### src/rtl/apb_ic_master_mux.sv
// apb_ic_master_mux
//   Sits between a set of APB masters and a single downstream APB master port. The raw PSEL
//   vector is forwarded to the arbiter as reqs. The one-hot grant from the arbiter is
//   consumed in IDLE only. The granted master is latched as owner for the whole transfer, and
//   its request is replayed downstream as a SETUP + ACCESS sequence. The completion (or a
//   forced timeout error) is routed back to the owner alone.
//
// Ports
//   clk, reset                     rising-edge clock, synchronous active-high reset
//   S_PSEL/S_PENABLE/S_PWRITE      per-master APB controls (one bit per master)
//   S_PADDR/S_PWDATA               flattened per-master address / write data
//   S_PRDATA                       shared read data, valid only alongside an S_PREADY bit
//   S_PREADY/S_PSLVERR             one-hot completion pulse and error flag to the owner
//   reqs/grants                    request vector to / one-hot grant from the arbiter
//   M_PSEL..M_PWDATA               downstream APB request
//   M_PRDATA/M_PREADY/M_PSLVERR    downstream APB response
module apb_ic_master_mux #(
    parameter int unsigned NUM_MASTERS = 4,
    parameter int unsigned ADDR_WIDTH  = 16,
    parameter int unsigned DATA_WIDTH  = 16,
    parameter int unsigned TIMEOUT     = 255
) (
    input  logic                              clk,
    input  logic                              reset,
    input  logic [NUM_MASTERS-1:0]            S_PSEL,
    input  logic [NUM_MASTERS-1:0]            S_PENABLE,
    input  logic [NUM_MASTERS-1:0]            S_PWRITE,
    input  logic [NUM_MASTERS*ADDR_WIDTH-1:0] S_PADDR,
    input  logic [NUM_MASTERS*DATA_WIDTH-1:0] S_PWDATA,
    output logic [DATA_WIDTH-1:0]             S_PRDATA,
    output logic [NUM_MASTERS-1:0]            S_PREADY,
    output logic [NUM_MASTERS-1:0]            S_PSLVERR,
    output logic [NUM_MASTERS-1:0]            reqs,
    input  logic [NUM_MASTERS-1:0]            grants,
    output logic                              M_PSEL,
    output logic                              M_PENABLE,
    output logic                              M_PWRITE,
    output logic [ADDR_WIDTH-1:0]             M_PADDR,
    output logic [DATA_WIDTH-1:0]             M_PWDATA,
    input  logic [DATA_WIDTH-1:0]             M_PRDATA,
    input  logic                              M_PREADY,
    input  logic                              M_PSLVERR
);

    localparam int unsigned OW = $clog2(NUM_MASTERS);
    // Counter only needs to reach TIMEOUT-1.
    localparam int unsigned CW = (TIMEOUT > 1) ? $clog2(TIMEOUT) : 1;

    typedef enum logic [1:0] {StIdle, StSetup, StAccess, StResp} state_e;

    state_e state_q, state_d;

    logic [OW-1:0]          owner_q, owner_d;
    logic [CW-1:0]          cnt_q, cnt_d;
    logic                   m_psel_q, m_psel_d;
    logic                   m_penable_q, m_penable_d;
    logic                   m_pwrite_q, m_pwrite_d;
    logic [ADDR_WIDTH-1:0]  m_paddr_q, m_paddr_d;
    logic [DATA_WIDTH-1:0]  m_pwdata_q, m_pwdata_d;
    logic [DATA_WIDTH-1:0]  s_prdata_q, s_prdata_d;
    logic [NUM_MASTERS-1:0] s_pready_q, s_pready_d;
    logic [NUM_MASTERS-1:0] s_pslverr_q, s_pslverr_d;

    logic [NUM_MASTERS-1:0] hit;
    logic                   hit_any;
    logic [OW-1:0]          hit_idx;
    logic                   hit_write;
    logic [ADDR_WIDTH-1:0]  hit_addr;
    logic [DATA_WIDTH-1:0]  hit_wdata;
    logic [NUM_MASTERS-1:0] owner_oh;
    logic                   expire;

    // PENABLE is not checked; masters are trusted to follow setup/access order.
    logic unused_penable;
    assign unused_penable = ^S_PENABLE;

    assign reqs = S_PSEL;
    assign hit  = S_PSEL & grants;
    assign hit_any = |hit;

    // Lowest set bit of hit wins, so a malformed multi-bit grant still picks one master.
    always_comb begin
        hit_idx   = '0;
        hit_write = 1'b0;
        hit_addr  = '0;
        hit_wdata = '0;
        for (int i = NUM_MASTERS - 1; i >= 0; i--) begin
            if (hit[i]) begin
                hit_idx   = OW'(i);
                hit_write = S_PWRITE[i];
                hit_addr  = S_PADDR[i*ADDR_WIDTH +: ADDR_WIDTH];
                hit_wdata = S_PWDATA[i*DATA_WIDTH +: DATA_WIDTH];
            end
        end
    end

    assign owner_oh = {{(NUM_MASTERS-1){1'b0}}, 1'b1} << owner_q;
    assign expire   = (TIMEOUT != 0) && (cnt_q == CW'(TIMEOUT - 1));

    // State register
    always_ff @(posedge clk) begin
        if (reset) begin
            state_q <= StIdle;
        end else begin
            state_q <= state_d;
        end
    end

    // Next-state logic
    always_comb begin
        state_d = state_q;
        unique case (state_q)
            StIdle:   if (hit_any) state_d = StSetup;
            StSetup:  state_d = StAccess;
            StAccess: if (M_PREADY || expire) state_d = StResp;
            StResp:   state_d = StIdle;
            default:  state_d = StIdle;
        endcase
    end

    // Next values of the registered outputs and datapath
    always_comb begin
        owner_d     = owner_q;
        cnt_d       = cnt_q;
        m_psel_d    = m_psel_q;
        m_penable_d = m_penable_q;
        m_pwrite_d  = m_pwrite_q;
        m_paddr_d   = m_paddr_q;
        m_pwdata_d  = m_pwdata_q;
        s_prdata_d  = s_prdata_q;
        s_pready_d  = s_pready_q;
        s_pslverr_d = s_pslverr_q;
        unique case (state_q)
            StIdle: begin
                // Owner inputs are captured here once and never re-sampled.
                if (hit_any) begin
                    owner_d    = hit_idx;
                    m_pwrite_d = hit_write;
                    m_paddr_d  = hit_addr;
                    m_pwdata_d = hit_wdata;
                    m_psel_d   = 1'b1;
                end
            end
            StSetup: begin
                m_penable_d = 1'b1;
            end
            StAccess: begin
                cnt_d = cnt_q + 1'b1;
                if (M_PREADY) begin
                    s_prdata_d  = M_PRDATA;
                    s_pslverr_d = M_PSLVERR ? owner_oh : '0;
                    s_pready_d  = owner_oh;
                    m_psel_d    = 1'b0;
                    m_penable_d = 1'b0;
                end else if (expire) begin
                    // Abandon the slave and answer the owner with an error.
                    s_prdata_d  = '0;
                    s_pslverr_d = owner_oh;
                    s_pready_d  = owner_oh;
                    m_psel_d    = 1'b0;
                    m_penable_d = 1'b0;
                end
            end
            StResp: begin
                s_pready_d  = '0;
                s_pslverr_d = '0;
                cnt_d       = '0;
            end
            default: ;
        endcase
    end

    always_ff @(posedge clk) begin
        if (reset) begin
            owner_q     <= '0;
            cnt_q       <= '0;
            m_psel_q    <= 1'b0;
            m_penable_q <= 1'b0;
            m_pwrite_q  <= 1'b0;
            m_paddr_q   <= '0;
            m_pwdata_q  <= '0;
            s_prdata_q  <= '0;
            s_pready_q  <= '0;
            s_pslverr_q <= '0;
        end else begin
            owner_q     <= owner_d;
            cnt_q       <= cnt_d;
            m_psel_q    <= m_psel_d;
            m_penable_q <= m_penable_d;
            m_pwrite_q  <= m_pwrite_d;
            m_paddr_q   <= m_paddr_d;
            m_pwdata_q  <= m_pwdata_d;
            s_prdata_q  <= s_prdata_d;
            s_pready_q  <= s_pready_d;
            s_pslverr_q <= s_pslverr_d;
        end
    end

    assign M_PSEL    = m_psel_q;
    assign M_PENABLE = m_penable_q;
    assign M_PWRITE  = m_pwrite_q;
    assign M_PADDR   = m_paddr_q;
    assign M_PWDATA  = m_pwdata_q;
    assign S_PRDATA  = s_prdata_q;
    assign S_PREADY  = s_pready_q;
    assign S_PSLVERR = s_pslverr_q;

endmodule
### config.mk
export PLATFORM = sky130hd
export DESIGN_NAME = apb_ic_master_mux
export DESIGN_NICKNAME = d
export VERILOG_FILES = /design/src/rtl/apb_ic_master_mux.sv
export SDC_FILE = /design/constraint.sdc
export NUM_CORES = 1
export LEC_CHECK = 0
export CORE_ASPECT_RATIO = 0.9
export CORE_MARGIN = 1.5
export CORE_UTILIZATION = 25
export CTS_CLUSTER_SIZE = 30
export DETAILED_ROUTE_END_ITERATION = 16
export DONT_BUFFER_PORTS = 1
export GPL_ROUTABILITY_DRIVEN = 1
export PLACE_DENSITY = 0.39
export SLEW_MARGIN = 20
export SYNTH_ARGS = -nofsm -noshare
export SYNTH_HDL_FRONTEND = slang
export SYNTH_SLANG_ARGS = --single-unit
### constraint.sdc
create_clock -name clk -period 4.6 [get_ports clk]
set_clock_uncertainty 0.2 [all_clocks]
set_input_delay 0.92 -clock clk [delete_from_list [all_inputs] [get_ports clk]]
set_output_delay 0.92 -clock clk [all_outputs]
set_load 0.01 [all_outputs]
Word-level counts from Yosys, hierarchy flattened. Index checks and enable logic that the tools add are counted.

Register bits: 71. Output and inout bits: 63.

Add/sub/neg operators: 1. Eq/ne operators: 7. Shift operators: 1. Muxes and demuxes: 33. Bitwise logic cells: 1. Reduce and logical (&&, ||, !) cells: 13.

Operator list (number): $mux 16 (10); $mux 4 (4); $pmux 4 s2 (2); $pmux 8 s2 (1); $mux 2 (6); $reduce_and 2->1 (5); $add 8x1->8 const B (1); $eq 8x8->1 const B (1); $pmux 2 s4 (1); $reduce_bool 2->1 (4); $mux 1 (7); $and 4x4->4 (1); $eq 2x2->1 const B (2); $ne 2x2->1 const B (2); $pmux 1 s2 (2); $reduce_or 4->1 (1); $shl 1x2->4 const A (1); $ne 3x3->1 const B (1); $reduce_and 3->1 (1); $eq 2x1->1 const B (1); $logic_not 2->1 (1); $logic_or 1x1->1 (1).

Depth between registers and ports, before layout. Gate-level depths: netlist of run 1.

Depth after elaboration: 5. Gate-level depth with buffers: 7.

Worst setup path before layout of run 1. Ideal clock, no wire load.

Path type: input port to flip-flop. Start point: input S_PSEL[1]. End point: register m_paddr_q[10] (netlist: M_PADDR[10]). Arrival time: 1936 ps. Setup slack: 2347 ps. Stages: 5. Path through: a22o_1 buf_6 clkbuf_1 a221o_1 a32o_1.

Cells in the longest elaborated chain, start to end: 3.

Ends and longest elaborated chain: start, declared (RTL line 25) `input logic [NUM_MASTERS-1:0] S_PSEL,`; $and 4x4->4 * (RTL line 78) `assign hit = S_PSEL & grants;`; $reduce_or 4->1 or $mux 16 (tied branches) (RTL line 79, 88); $reduce_and 2->1 (no source line) or $mux 16 (tied branches); end signal, assigned (RTL line 191) `m_paddr_q <= m_paddr_d;`; end, declared (RTL line 58) `logic [ADDR_WIDTH-1:0] m_paddr_q, m_paddr_d;`.

Every way passes the cells marked *; elsewhere a longest branch is shown, timed or not. A chain may end at the register's enable or synchronous reset.

Final worst setup path of run 1.
Start point: input S_PSEL[1]. End point: register m_pwdata_q[0] (netlist: M_PWDATA[0]).

Cells in the longest elaborated chain, start to end: 3.

Ends and longest elaborated chain: $and 4x4->4 * (RTL line 78); $reduce_or 4->1 or $mux 16 (tied branches) (RTL line 79, 88); $reduce_and 2->1 (no source line) or $mux 16 (tied branches); end signal, assigned (RTL line 192) `m_pwdata_q <= m_pwdata_d;`; end, declared (RTL line 59) `logic [DATA_WIDTH-1:0] m_pwdata_q, m_pwdata_d;`.

Marked as above.

==> out/metrics.cfg, run 1 <==
[placed_design]
hpwl_um = 6970
place_congestion = 0.718
dpl_cell_area_sq_um = 3370
portBuffers = 0

[cells_and_area]
final-seq-area_sq_um = 1420
fin_area_sq_um = 3630
fillers = 1344
nets = 464
num_antenna_cells = 0
multi_input_area_sq_um = 1690
area_growth_pct = 10.1
layout-drive-gt1-share_pct = 10.4

[power_and_ir_drop]
leakagePower_nw = 1.22
p_per_area_nw_per_um2 = 512
ir_drop_v = 0.000207

[yosys]
syn_area_sq_um = 3300
ys_warn_count = 0
syn-num-nets = 482
synth_edf_count = 0
ys_seq_area_share_pct = 43.1
synth_ff_type = dfxtp_1
ys_types = 44
syn_avg_cell_area_sq_um = 10.6
synth-seq-cells = 71
synth_async_sr_flop_share_pct = 0
synthCells = 312

[clocking]
postCtsSetupBuffers = 0
cts.htree.levels = 3
clockBufferDepth = 2
cts_hold_buf = 0
cts.repair.resized = 0
cts-root-buf = clkbuf_16
cts-buffers-inserted = 9
cts_tree = built
clk_latency_ns = 0.33
cts_num_sinks = 71
cts.clk_slew.worst_paths_ns = 0.06

[setup_path]
reg2reg_to = M_PWDATA[0]
r2r-start = state_q[1]
cp.required_ns = 4.67
reg2reg_slack_ns = 2.42
critPathLaunch = S_PSEL[1]
crit_type = in -> reg
ff2ff_path_depth = 6
critPathLaunchType = primary input
cp.arrival_ns = 2.88
path_max_fanout = 37
end_kind = flop

[flow_run]
maxCapViolations = 0

[drt]
antenna_left = 0
drcViolationCount = 0
drt_iter0_markers = 98
viasPerCell = 5.73
dr.pass1.iters = 4
vias = 2653
routed_wl_um = 9970
wl_per_cell_um = 21.5

[floorplan]
die_area_sq_um = 13900
boundaryPins = 227
num_rows = 39
die_w_um = 124
core_sq_um = 12800
start_util_pct = 25.8
die_height_um = 112

[global_routing]
grt_max_degree = 38
grt_overflow = 0
grt_use_total_pct = 13.9
antenna_found_initial = 0
grt_pass1_wl_um = 14300
first_global_vias = 2613

[timing]
min_period_over_period_pct = 61.1
finalSetupTns_ns = 0
slew-limit-headroom_pct = 36.5
drv_slew = 0
grt_setup_unrepaired = false
max_freq_mhz = 356
hold_viol_final = 0
finalWorstPathRequiredPeriod_ns = 2.81
setup_viol = 0
worstMarginPinSlew_ns = 0.950

[min_path]
hold_path_depth = 2
min_path_type = reg -> reg
holdPathEnd = cnt_q[6]
hp-start = cnt_q[6]

[run_status]
status = finished clean

## cell usage after synthesis, types with 2 or more instances
library cell / number / area share [%]
a211oi_1: 3 / 0.68
a21oi_1: 5 / 0.76
a21oi_2: 2 / 0.53
a221o_1: 33 / 10
a22o_1: 18 / 4.8
a32o_1: 33 / 10
and2_1: 2 / 0.38
buf_1: 2 / 0.23
buf_2: 13 / 2.0
buf_4: 4 / 0.91
buf_6: 2 / 0.68
clkbuf_1: 12 / 1.4
dfxtp_1: 71 / 43
ha_1: 6 / 2.3
inv_1: 6 / 0.68
nand2_1: 12 / 1.4
nand3_1: 2 / 0.30
nand4_1: 3 / 0.57
nor2_1: 11 / 1.3
o21a_1: 2 / 0.46
o21ai_0: 2 / 0.30
o22a_1: 33 / 8.8
o2bb2ai_1: 8 / 2.1
or2_2: 2 / 0.38
or3_1: 3 / 0.57
xnor2_1: 2 / 0.53
xor2_1: 3 / 0.80
## report_power, final
part           internal, mW  switching (mW)
Sequential            0.738           0.141
Combinational         0.162           0.198
Clock                 0.360           0.259
## worst max-delay path by stage
stage | end | slack (ns) | cells past startpoint
global route | M_PWDATA[14] | 1.56 | 5
global placement | M_PWDATA[12] | 1.40 | 5
finish | M_PWDATA[0] | 1.79 | 5
floorplan | M_PADDR[10] | 2.35 | 5
CTS | M_PWDATA[0] | 1.76 | 5
detailed placement | M_PWDATA[0] | 1.40 | 5
## flip-flops by register name, indices dropped and copies added, names as in the netlist
signal	count
M_PENABLE	1
S_PRDATA	16
S_PREADY	4
S_PSLVERR	4
owner_q	2
state_q	2
M_PWDATA	16
M_PWRITE	1
M_PSEL	1
cnt_q	8
M_PADDR	16
## final cells by class
type                            count  share of cell area (%)
Sequential cell                    71                    39.2
Clock buffer                       11                    6.41
Multi-Input combinational cell    202                    46.6
Inverter                            6                   0.620
Timing Repair Buffer                4                   0.827
Tap cell                          164                    5.65
Clock inverter                      5                   0.689
## worst max-delay path, stage by stage
cell and delay, ns:
a22o_2 0.66, o21ai_2 0.17, nor2_2 0.50, buf_4 0.39
a32o_1 0.21
## metrics by stage
step	instances	util [%]	hold WS [ns]	power, mW	worst slack [ns]
2_1_floorplan	312	-	0.262	1.17	2.35
3_3_place_gp	447	26.4	0.295	1.26	1.40
3_5_place_dp	447	26.4	0.296	1.26	1.40
4_1_cts	463	28.4	0.306	1.90	1.76
5_1_grt	463	28.4	0.316	1.97	1.56
6_report	463	28.4	0.314	1.86	1.79
## logic make-up (layout without fill, tap and decap cells)
logic type,count (synthesis),after routing,synth area share (%)
compound gates,148,148,40.8
flops,71,71,43.1
simple gates,43,43,6.68
buf+inv,39,26,5.84
fa+ha+maj,6,6,2.28
xor+xnor,5,5,1.33
## cell usage in the layout, fill, tap and decap left out, drive strengths merged, types with 3 or more instances in the layout
cell      n
a22o     18
dfxtp    71
or3       4
o22a     33
a211oi    4
buf       4
clkinv    5
a221o    33
o21ai     4
clkbuf   11
nand2    12
inv       6
nor2     13
a32o     33
a21oi     7
xor2      3
nand4     3
ha        6
o2bb2ai   8
## layer usage
| layer | up-vias | global-route usage [%] | routed length (um) |
|---|---|---|---|
| li1 | 1246 | - | - |
| met1 | 1276 | 15.5 | 4000 |
| met2 | 120 | 24.1 | 5100 |
| met3 | 11 | 4.66 | 734 |
| met4 | 0 | 5.38 | 130 |
| met5 | - | 0 | 0 |
No activity file was read; power rests on OpenSTA's default activity.
==> inputs of run 2 (changes only) <==
--- a/config.mk
+++ b/config.mk
@@ -12,7 +12,7 @@
 export DETAILED_ROUTE_END_ITERATION = 16
 export DONT_BUFFER_PORTS = 1
 export GPL_ROUTABILITY_DRIVEN = 1
-export PLACE_DENSITY = 0.39
+export PLACE_DENSITY = 0.41
 export SLEW_MARGIN = 20
 export SYNTH_ARGS = -nofsm -noshare
 export SYNTH_HDL_FRONTEND = slang
==> constraint.sdc (replaced) <==
create_clock -name clk -period 2.5 [get_ports clk]
set_clock_uncertainty 0.2 [all_clocks]
set_input_delay 0.5 -clock clk [delete_from_list [all_inputs] [get_ports clk]]
set_output_delay 0.5 -clock clk [all_outputs]
set_load 0.01 [all_outputs]
==> out/metrics.cfg, run 2 (synthesized netlist as in run 1, its figures left out) <==
[setup_path]
critPathMaxStageDelay_ns = 0.69  ; +0.03 ns
crit_type = reg -> reg
path_buf_inv = 2  ; +1
r2r-start = state_q[1]
end_kind = flop
cp.required_ns = 2.57  ; -2.10 ns
path_delay_family = simple AND/OR/NAND/NOR gates
ff2ff_path_depth = 6  ; unchanged
cp.arrival_ns = 2.32  ; -0.56 ns
path_max_fanout = 18  ; -51%
reg2reg_to = M_PWDATA[6]
path_cells = inv_1 > ha_1 > o21ai_2 > nor2_2 > buf_4 > a32o_1
cp_slowest_cell = nor2_2
reg2reg_slack_ns = 0.25  ; -2.17 ns
critPathLaunchType = flop

[min_path]
hold_path_depth = 1  ; -1
min_path_type = in -> reg
holdPathEnd = owner_q[1]
hp-start = reset

[global_routing]
grt_overflow = 0  ; unchanged
grt_pass1_wl_um = 14600  ; +1.7%
grt_use_total_pct = 14.3  ; +0.40 points
antenna_found_initial = 0  ; unchanged
first_global_vias = 2562  ; -2.0%
grt_max_degree = 37  ; -2.6%

[floorplan]
die_w_um = 124  ; unchanged
core_sq_um = 12800  ; unchanged
die_area_sq_um = 13900  ; unchanged
start_util_pct = 25.8  ; unchanged
num_rows = 39  ; unchanged
boundaryPins = 227  ; unchanged
die_height_um = 112  ; unchanged

[clocking]
cts-root-buf = clkbuf_16
cts_num_sinks = 71  ; unchanged
cts.clk_slew.worst_paths_ns = 0.05  ; about the same
clockBufferDepth = 2  ; unchanged
clk_latency_ns = 0.33  ; about the same
cts_tree = built
cts.htree.levels = 3  ; unchanged
cts-buffers-inserted = 9  ; unchanged
cts.repair.resized = 0  ; unchanged

[timing]
grt_setup_unrepaired = false
setup_ws_ns = 0.250  ; -1.54 ns
finalWorstPathRequiredPeriod_ns = 2.25
setup_viol = 0  ; unchanged
max_freq_mhz = 445
finalSetupTns_ns = 0  ; unchanged
hold_viol_final = 0  ; unchanged
slew-limit-headroom_pct = 40.7  ; +4.2 points
min_period_over_period_pct = 90.0
worstMarginPinSlew_ns = 0.888  ; -0.0622 ns
drv_slew = 0  ; unchanged

[drt]
viasPerCell = 5.74  ; +0.13%
antenna_left = 0  ; unchanged
drt_iter0_markers = 153  ; +56%
vias = 2691  ; +1.4%
routed_wl_um = 10300  ; +3.2%
wl_per_cell_um = 21.9  ; +1.8%
dr.pass1.iters = 4  ; unchanged
drcViolationCount = 0  ; unchanged

[power_and_ir_drop]
leakagePower_nw = 1.25  ; +2.7%
p_per_area_nw_per_um2 = 941  ; +84%
ir_drop_v = 0.000341  ; +65%
total_power_mw = 3.48  ; +87%

[placed_design]
portBuffers = 0  ; unchanged
place_congestion = 0.721  ; +0.35%
dpl_cell_area_sq_um = 3430  ; +1.7%
dp_slack_ns = 0.162  ; -1.23 ns
hpwl_um = 7270  ; +4.2%

[cells_and_area]
finish.utilization_pct = 28.9  ; +0.54 points
nets = 471  ; +1.5%
fin_area_sq_um = 3700  ; +1.9%
mostFrequentLayoutCells = dfxtp_1 (71), a221o_1 (33), o22a_1 (33), a32o_1 (33), a22o_1 (17)
final_common_cell = dfxtp_1
num_antenna_cells = 0  ; unchanged
area_growth_pct = 12.1
layout-drive-gt1-share_pct = 11.1  ; +0.78 points

[flow_run]
maxCapViolations = 0  ; unchanged

[run_status]
status = finished clean

## run 2: changes by cell type in the layout (fill, tap and decap cells not counted)
cell           before  now
buf_4               4    9
clkbuf_8            0    1
buf_12              0    1
clkbuf_1            2    4
clkinv_2            5    1
dlygate4sd3_1       0    1
## run 2: what timing repair did
item / CTS / global route
hold endpoints to repair: 1 / 0
buffers inserted: 0 / 0
hold buffers: 1 / 0
## run 2: layer usage
layer,up-vias,routed length [um],GRT usage [%]
met1,1319,4280,17.0
met2,104,5100,23.3
met5,-,0,0
met3,12,701,4.97
li1,1256,-,-
met4,0,201,5.76
## run 2: how the worst max path moves through the flow
stage                    start  slack, ns  cells past startpoint            to
floorplan            S_PSEL[1]       0.67                      5   M_PADDR[10]
global placement     S_PSEL[2]       0.21                      5   M_PADDR[13]
detailed placement   S_PSEL[2]       0.16                      5  M_PWDATA[10]
CTS                 state_q[1]       0.21                      6  M_PWDATA[10]
global route        state_q[1]       0.09                      6   M_PWDATA[6]
finish              state_q[1]       0.25                      6   M_PWDATA[6]
## run 2: worst register-to-register path: cells and delay by family, from the launching register on
family,cells,cell delay (ns)
fa+ha+maj,1,0.29
simple gates,1,0.69
compound gates,2,0.28
buf+inv,2,0.42
flops,1,0.32
## run 2: layout make-up
cell class | instances | area (sq um)
fill | 1348 | 9090
multi-input combinational | 202 | 1690
sequential | 71 | 1420
clock buffer | 14 | 254
tap | 164 | 205
timing repair buffer | 11 | 97.6
inverter | 6 | 22.5
clock inverter | 1 | 5.00
## run 2: per-stage QoR
stage	hold slack, ns	std cells
global placement	0.294	453
CTS	0.00765	469
detailed placement	0.294	453
floorplan	0.262	312
global route	0.0184	469
finish	0.0319	469
## run 2: report_power, final
part / internal, mW / switching [mW]
registers: 1.36 / 0.257
logic: 0.329 / 0.380
clock network: 0.693 / 0.464
==> inputs of run 3 (changes only) <==
--- a/config.mk
+++ b/config.mk
@@ -8,7 +8,7 @@
 export CORE_ASPECT_RATIO = 0.9
 export CORE_MARGIN = 1.5
 export CORE_UTILIZATION = 25
-export CTS_CLUSTER_SIZE = 30
+export CTS_CLUSTER_SIZE = 40
 export DETAILED_ROUTE_END_ITERATION = 16
 export DONT_BUFFER_PORTS = 1
 export GPL_ROUTABILITY_DRIVEN = 1
==> results of run 3 <==
No change in the layout: final DEF, timing and power equal those of run 2.
